**src/rtl/bram_sync_dual_port.sv**
```systemverilog
// True dual-port synchronous RAM, two independent read/write ports on one clock.
// Latency: 1 cycle for both reads and writes; outputs are purely registered.
// Backpressure: none, every port accepts an access on every enabled clock edge.
module bram_sync_dual_port #(
    parameter int RAM_DATA_WIDTH = 8,
    parameter int RAM_ADDR_WIDTH = 4
) (
    input  logic                      clk,
    input  logic                      rst,
    input  logic                      a_wr,
    input  logic [RAM_ADDR_WIDTH-1:0] a_addr,
    input  logic [RAM_DATA_WIDTH-1:0] a_data_in,
    output logic [RAM_DATA_WIDTH-1:0] a_data_out,
    input  logic                      b_wr,
    input  logic [RAM_ADDR_WIDTH-1:0] b_addr,
    input  logic [RAM_DATA_WIDTH-1:0] b_data_in,
    output logic [RAM_DATA_WIDTH-1:0] b_data_out
);

    localparam int DEPTH = 1 << RAM_ADDR_WIDTH;

    logic [RAM_DATA_WIDTH-1:0] mem [DEPTH];

    // Storage update. Contents survive reset, but writes are dropped while it is held.
    // Port A is applied last so it wins when both ports write the same word.
    always_ff @(posedge clk) begin
        if (rst) begin
            if (b_wr) begin
                mem[b_addr] <= b_data_in;
            end
            if (a_wr) begin
                mem[a_addr] <= a_data_in;
            end
        end
    end

    // Port A output register: write-first, otherwise the pre-edge stored word.
    always_ff @(posedge clk or negedge rst) begin
        if (!rst) begin
            a_data_out <= '0;
        end else if (a_wr) begin
            a_data_out <= a_data_in;
        end else begin
            a_data_out <= mem[a_addr];
        end
    end

    // Port B output register: write-first, otherwise the pre-edge stored word.
    always_ff @(posedge clk or negedge rst) begin
        if (!rst) begin
            b_data_out <= '0;
        end else if (b_wr) begin
            b_data_out <= b_data_in;
        end else begin
            b_data_out <= mem[b_addr];
        end
    end

endmodule

```
**config.mk**
```make
export PLATFORM = sky130hd
export DESIGN_NAME = bram_sync_dual_port
export DESIGN_NICKNAME = d
export VERILOG_FILES = /design/src/rtl/bram_sync_dual_port.sv
export SDC_FILE = /design/constraint.sdc
export NUM_CORES = 1
export LEC_CHECK = 0
export CORE_MARGIN = 10
export CORE_UTILIZATION = 54
export DETAILED_ROUTE_END_ITERATION = 8
export HOLD_SLACK_MARGIN = 0.12
export PLACE_DENSITY = 0.86
export SLEW_MARGIN = 20
export SYNTH_ARGS = -nofsm -noshare
export SYNTH_HDL_FRONTEND = slang
export SYNTH_SLANG_ARGS = --single-unit
export TNS_END_PERCENT = 30
```
**constraint.sdc**
```tcl
create_clock -name clk -period 1.4 [get_ports clk]
set_input_delay 0.28 -clock clk [delete_from_list [all_inputs] [get_ports clk]]
set_output_delay 0.28 -clock clk [all_outputs]
set_load 0.01 [all_outputs]
```
---- Word level (Yosys, flattened, before mapping) ----
Memory sizes are Yosys's and may differ from the RTL's.
Index checks and enable logic that the tools add are counted.
Widths: inputs -> output; s select.
operators by class
  $add $sub $neg .......................... 0
  multipliers ............................. 0
  div/mod/pow operators ................... 0
  magnitude comparators ................... 0
  equality and inequality tests ........... 0
  shift operators ......................... 0
  muxes and demuxes ....................... 8
  bitwise logic cells ..................... 0
  reduce and logical (&&, ||, !) cells .... 0
operators by type and width
  kind    number
  $mux 8  2
  $mux 1  6
word-level totals
  bits in registers ....................... 16
  latch bits .............................. 0
  memory bits (writable) .................. 128
  bits in read-only memories .............. 0
  input port bits ......................... 28
  output and inout port bits .............. 16
  logic and storage cells ................. 11
  memories ................................ 1
memory list
  memory  depth  bits a word  rd ports  clocked after Yosys merged registers in  wr ports  line  source
  mem     16     8            2         0                                        2         22    logic [RAM_DATA_WIDTH-1:0] mem [DEPTH];

---- Logic depth before layout (Yosys ltp) ----
Gate-level depths: netlist of the first run.
  depth after elaboration ................. 3
  gate-level depth with buffers ........... 8

---- Worst setup path before layout of the first run ----
No wires, ideal clock.
  path kind ............................... input-to-reg
  start ................................... input b_addr[1]
  end ..................................... memory mem[8][0] (enable)
  arrival ................................. 1.844 ns
  required time ........................... 1.016 ns
  setup slack ............................. -0.828 ns
  stages on the path ...................... 7
  cell sequence ........................... buf_6 -> buf_6 -> buf_6 -> buf_4 -> nor2_1 -> nand3_1 -> o21ai_0
RTL lines
  item             line  source
  start, declared  15    input logic [RAM_ADDR_WIDTH-1:0] b_addr,
  end, declared    22

==> impl_metrics.ini, run 1 <==
[logic_synthesis]
synth-seq-cells = 144
ys_seq_area_share_pct = 51.1
synth_top_area_cell = edfxtp_1
synth_area_leaders = edfxtp_1, mux2i_1, mux4_2
synth_cells = 660
synth.distinct_cells = 43
ys_warn_count = 0
synth_fp_nets = 688
netlist_area_sq_um = 8300
syn_area_per_cell_sq_um = 12.6
netlist.area_leader.share_pct = 46.3

[hold_path]
whs_path_depth = 3
hold_end = a_data_out[2]
hp-class = in2reg
min_from = a_wr

[worst_setup_path]
r2r_cells = 4
end_kind = flop
cp_top_family = multiplexers
cp.arrival_ns = 2.04
r2r_slack_ns = -0.34
cpMaxStageDelayCell = mux4_2
max_stage_delay_ns = 0.53
cp_cell_sequence = mux4_2 > a22o_4 > nor4_4 > a21oi_1
worstPathRequired_ns = 1.70
r2r_start = mem[8][2]
r2r_end = a_data_out[2]
critPathBufInv = 0
cp-start-kind = flop
cp_max_fo = 2
crit_type = reg2reg

[sta]
setup_viol = 13
finalMaxSlewViolations = 0
worst_slew_pin_slew_ns = 0.812
layout_setup_ws_ns = -0.340
slew_headroom_pct = 45.9
hold_viol_final = 0
finClkSkew_ns = 0.00694
max_freq_ghz = 0.575
period_share_pct = 124
min_period_ns = 1.74
rsz0062_at_grt = yes

[clocking]
numCtsBuffers = 17
root_buffer = clkbuf_16
h-tree-depth = 4
cts_sinks = 144
clk_latency_ns = 0.44
cts_tree = done
cts.path.max_buffers = 2
cts.clk_slew.worst_paths_ns = 0.06

[place]
place_area_sq_um = 10300
gp_congestion = 1.02
io_buffers = 43
dpl.cell_count = 975
post-dp-hpwl_mm = 21.5

[power_and_ir_drop]
power.density_nw_per_um2 = 961
finalPower_uw = 10900
cellLeakagePower_uw = 0.00427
peakVddDrop_mv = 0.885

[drt]
postRouteAntennaNets = 0
wl_per_cell_microns = 29.4
routed_wl_mm = 30.1
vias = 7106
drt_iter0_drc = 1229
drtPass1Iterations = 6
via_per_inst = 6.96
drc = 0

[global_routing]
grt_pass1_wl_mm = 43.9
grt_pass1_vias = 6989
grt_start_max_net_pins = 19
antenna_found_initial = 1
groute.usage.overall_pct = 29.1
grt_overflow = 0

[cells_and_area]
area_growth_pct = 36.3
drive_gt1_share_pct = 39.5
layout_common_cells = edfxtp_1, buf_4, mux2i_1
layout.cells.non_filler = 1021
stdcell_area_sq_um = 11300
utilization_pct = 74.7
layout_commonest_cell = edfxtp_1
final_nets = 847

[outcome]
violations = setup timing
outcome = finished, violations left

[floorplanning]
boundaryPins = 44
die_y_microns = 144
die_area_sq_um = 20700
dieWidth_microns = 144
initial_core_util_pct = 54.8
rows = 45
core_area_sq_um = 15100

[job]
maxCapViolations = 0
-- Yosys cell counts (all sizes together) --
library cell  instances
nor2                 14
a21oi                13
a22o                 10
nand4                 5
mux4                 32
o22ai                29
a211oi                3
nor2b                 7
nand4b                1
clkbuf               30
o32ai                 3
a22oi                 6
nand2                66
nor3                  3
or2                   1
a32oi                 3
nor4                 11
buf                  29
inv                  13
nand3b                5
mux2                 36
dfrtp                16
or3b                  2
and2b                 1
nand2b               13
or4                   2
nand3                12
a311oi                3
o21ai                66
mux2i                96
edfxtp              128
o21bai                1
-- cells by family after synthesis --
family | Yosys count | synth area share, %
DFF | 144 | 51.1
and+or+nand+nor | 143 | 9.09
buffers and inverters | 72 | 4.48
AOI/OAI and AO/OA | 137 | 9.86
muxes | 164 | 25.4
-- report_power, final --
group          internal [uW]  switching (uW)  total (uW)
clock                   2340            1750        4090
sequential              4830            66.2        4900
combinational            875            1010        1880
-- sequential cells by signal, indices dropped and copies added, names as in the netlist --
signal / flops
a_data_out: 8
b_data_out: 8
mem: 128
-- metrics by stage --
stage | hold WS [ns] | TNS (ns) | setup WS [ns]
floorplan | -0.0156 | -68.04 | -0.420
global placement | 0.759 | -174.92 | -0.786
detailed placement | 0.760 | -186.63 | -0.832
CTS | 0.409 | -2.46 | -0.303
global route | 0.409 | -3.14 | -0.375
finish | 0.431 | -2.68 | -0.340
-- what timing repair did --
| item | CTS | global route |
|---|---|---|
| endpoints found under the hold margin | 16 | 0 |
| pin swaps | 23 | 21 |
| resized for setup | 74 | 43 |
| endpoints found under the setup margin | 288 | 160 |
| hold buffers | 1 | 0 |
| buffers inserted | 6 | 3 |
| gates cloned | 2 | 1 |
-- metal layers --
layer	GRT usage [%]	vias to the layer above	wire length [microns]
met5	0	-	0
met4	17.3	0	2000
met3	6.93	132	3700
met2	44.7	619	13700
met1	36.8	3449	10600
li1	-	2906	-
-- cell type report --
cell class	instances	area, sq um
Multi-Input combinational cell	447	4170
Fill cell	923	3830
Tap cell	188	235
Clock inverter	7	41.3
Clock buffer	25	475
Antenna cell	1	2.50
Inverter	13	48.8
Sequential cell	144	4240
Timing Repair Buffer	196	2100
-- how the worst max path moves through the flow --
stage,startpoint,end,slack [ns],depth (start not counted)
6_report,mem[8][2],a_data_out[2],-0.34,4
5_1_grt,mem[8][2],a_data_out[2],-0.37,4
4_1_cts,mem[10][4],b_data_out[4],-0.30,4
3_5_place_dp,a_addr[0],mem[9][3],-0.83,6
3_3_place_gp,a_addr[0],mem[9][2],-0.79,6
2_1_floorplan,b_addr[1],mem[1][0],-0.42,6
-- tightest hold or removal path: cells and delay by family --
kind	cells	cell delay, ns
AOI/OAI and AO/OA	1	0.08
buffers and inverters	2	0.46
Power figures use the tool's default switching activity.
==> run 2: changes to the inputs <==
--- a/config.mk
+++ b/config.mk
@@ -9,7 +9,7 @@
 export CORE_UTILIZATION = 54
 export DETAILED_ROUTE_END_ITERATION = 8
 export HOLD_SLACK_MARGIN = 0.12
-export PLACE_DENSITY = 0.86
+export PLACE_DENSITY = 0.82
 export SLEW_MARGIN = 20
 export SYNTH_ARGS = -nofsm -noshare
 export SYNTH_HDL_FRONTEND = slang
==> run 2 against run 1 <==
Sequential power about the same. Via count up 0.94%. The flow still finishes with violations (setup timing). Die area did not move. First-iteration DRC count increased by 1.5%. Non-clock buffer count is 6 higher. Clock power increased by 6.8%. Critical path type unchanged. Largest power group unchanged. Final cell count is 0.49% higher. Wire length decreased by 0.60%. Sequential share of layout area down 0.35 points. Worst setup slack got worse by 0.041 ns.
==> impl_metrics.ini, run 2 (synthesis gave the netlist of run 1 again) <==
[cells_and_area]
layout_common_cells = edfxtp_1, buf_4, mux2i_1
layout_commonest_cell = edfxtp_1
antennaDiodeCount = 0
largest_register_ffs = 128
drive_gt1_share_pct = 40.6
utilization_pct = 75.4
regMostFlops = mem
final_nets = 853
layout.cells.non_filler = 1026
fillers = 893
area_growth_pct = 37.6
top_regs = mem (128), a_data_out (8), b_data_out (8)

[worst_setup_path]
cpMaxStageDelayCell = mux4_2
cp-start-kind = flop
cp.arrival_ns = 2.09
max_stage_delay_ns = 0.53
worstPathRequired_ns = 1.71
cp_max_fo = 2
cp_cell_sequence = mux4_2 > a22o_1 > nor4_2 > a21oi_1
r2r_slack_ns = -0.38
end_kind = flop
crit_type = reg2reg

[global_routing]
grt_util_met1_pct = 35.2
met2_usage_pct = 44.2
busiest_layer = met2
grt_start_max_net_pins = 21
grt_pass1_vias = 7113
grt.met3_usage_pct = 6.96
grt_overflow = 0
grt_pass1_wl_mm = 43.1
antenna_found_initial = 0
groute.usage.overall_pct = 28.4

[drt]
via_per_inst = 6.99
routed_wl_mm = 29.9
drt_iter0_drc = 1248
vias = 7173
postRouteAntennaNets = 0
wl_per_cell_microns = 29.1
drtPass1Iterations = 6
drc = 0

[outcome]
violations = setup timing
outcome = finished, violations left

[floorplanning]
die_y_microns = 144
die_area_sq_um = 20700
rows = 45
initial_core_util_pct = 54.8
dieWidth_microns = 144
core_area_sq_um = 15100
boundaryPins = 44

[clocking]
numCtsBuffers = 17
cts.clk_slew.worst_paths_ns = 0.06
cts_sinks = 144
cts.path.max_buffers = 2
cts_tree = done
h-tree-depth = 4
root_buffer = clkbuf_16
clk_latency_ns = 0.44

[power_and_ir_drop]
clkPwrFrac_pct = 39.1
p_comb_share_pct = 17.1
internal-power_uw = 8310
sw_frac_of_total_pct = 25.7
seqPwrFrac_pct = 43.8
power.density_nw_per_um2 = 979
cellLeakagePower_uw = 0.00431
peakVddDrop_mv = 0.912
switchingPower_uw = 2870

[sta]
period_share_pct = 127
setup_viol = 21
max_freq_ghz = 0.562
finClkSkew_ns = 0.00843
hold_viol_final = 0
rsz0062_at_grt = yes
min_period_ns = 1.78
layout_setup_ws_ns = -0.380
worst_slew_pin_slew_ns = 0.528
slew_headroom_pct = 64.6
finalMaxSlewViolations = 0

[place]
dpl.cell_count = 983
io_buffers = 43
post-dp-hpwl_mm = 20.5
gp_congestion = 1.06

[job]
maxCapViolations = 0

[hold_path]
hp-class = in2async
## run 2: layout make-up
class,count,area (sq um),area share [%]
flip-flops and latches,144,4240,37.2
clock buffers,27,534,4.68
multi-input cells,447,4230,37.0
well taps,188,235,2.06
clock inverters,5,27.5,0.241
inverters,13,48.8,0.427
repair buffers,202,2100,18.4
## run 2: through the flow
step	total power, uW	area (sq um)	hold slack [ns]	TNS (ns)	worst slack [ns]
finish	11200	11400	0.238	-2.60	-0.380
global route	11400	11400	0.253	-3.44	-0.373
CTS	10900	11100	0.226	-2.73	-0.310
detailed placement	6660	10300	0.753	-177.24	-0.788
global placement	6600	10300	0.742	-170.56	-0.761
floorplan	5810	8560	-0.0156	-68.04	-0.420
## run 2: power by group through the flow
stage               Sequential, uW  Clock [uW]  Combinational (uW)
floorplan                     4980           0                 832
global placement              4970           0                1630
detailed placement            4980           0                1680
CTS                           4890        4320                1730
global route                  4910        4490                1960
finish                        4900        4370                1910
## run 2: worst max-delay path: cells and delay by family, from the launching register on
family,cells,cell delay (ns)
AOI/OAI and AO/OA,2,0.37
and+or+nand+nor,1,0.31
muxes,1,0.53
DFF,1,0.44
## run 2: routing by layer
metal | share of wire (%) | vias up
met4 | 6.1 | 0
met3 | 13 | 153
met5 | 0 | -
met1 | 34 | 3436
li1 | - | 2904
met2 | 46 | 680
## run 2: final timing paths
| kind | startpoint | endpoint | cells past startpoint |
|---|---|---|---|
| worst min register to register | mem[3][6] | a_data_out[6] | 3 |
| worst min-delay path | rst | a_data_out[5] | 4 |
| worst max-delay path | mem[8][2] | a_data_out[2] | 4 |
| worst max register to register | mem[8][2] | a_data_out[2] | 4 |
| min in group clk | b_wr | b_data_out[7] | 4 |
| max in group asynchronous | rst | b_data_out[2] | 4 |
## run 2: repair_timing
action | 4_1_cts | 5_1_grt
cloned | 4 | 0
setup endpoints to repair | 288 | 165
pin swaps | 21 | 21
buffers inserted | 2 | 4
hold buffers | 1 | 0
gates resized for setup | 76 | 54
hold endpoints to repair | 6 | 0
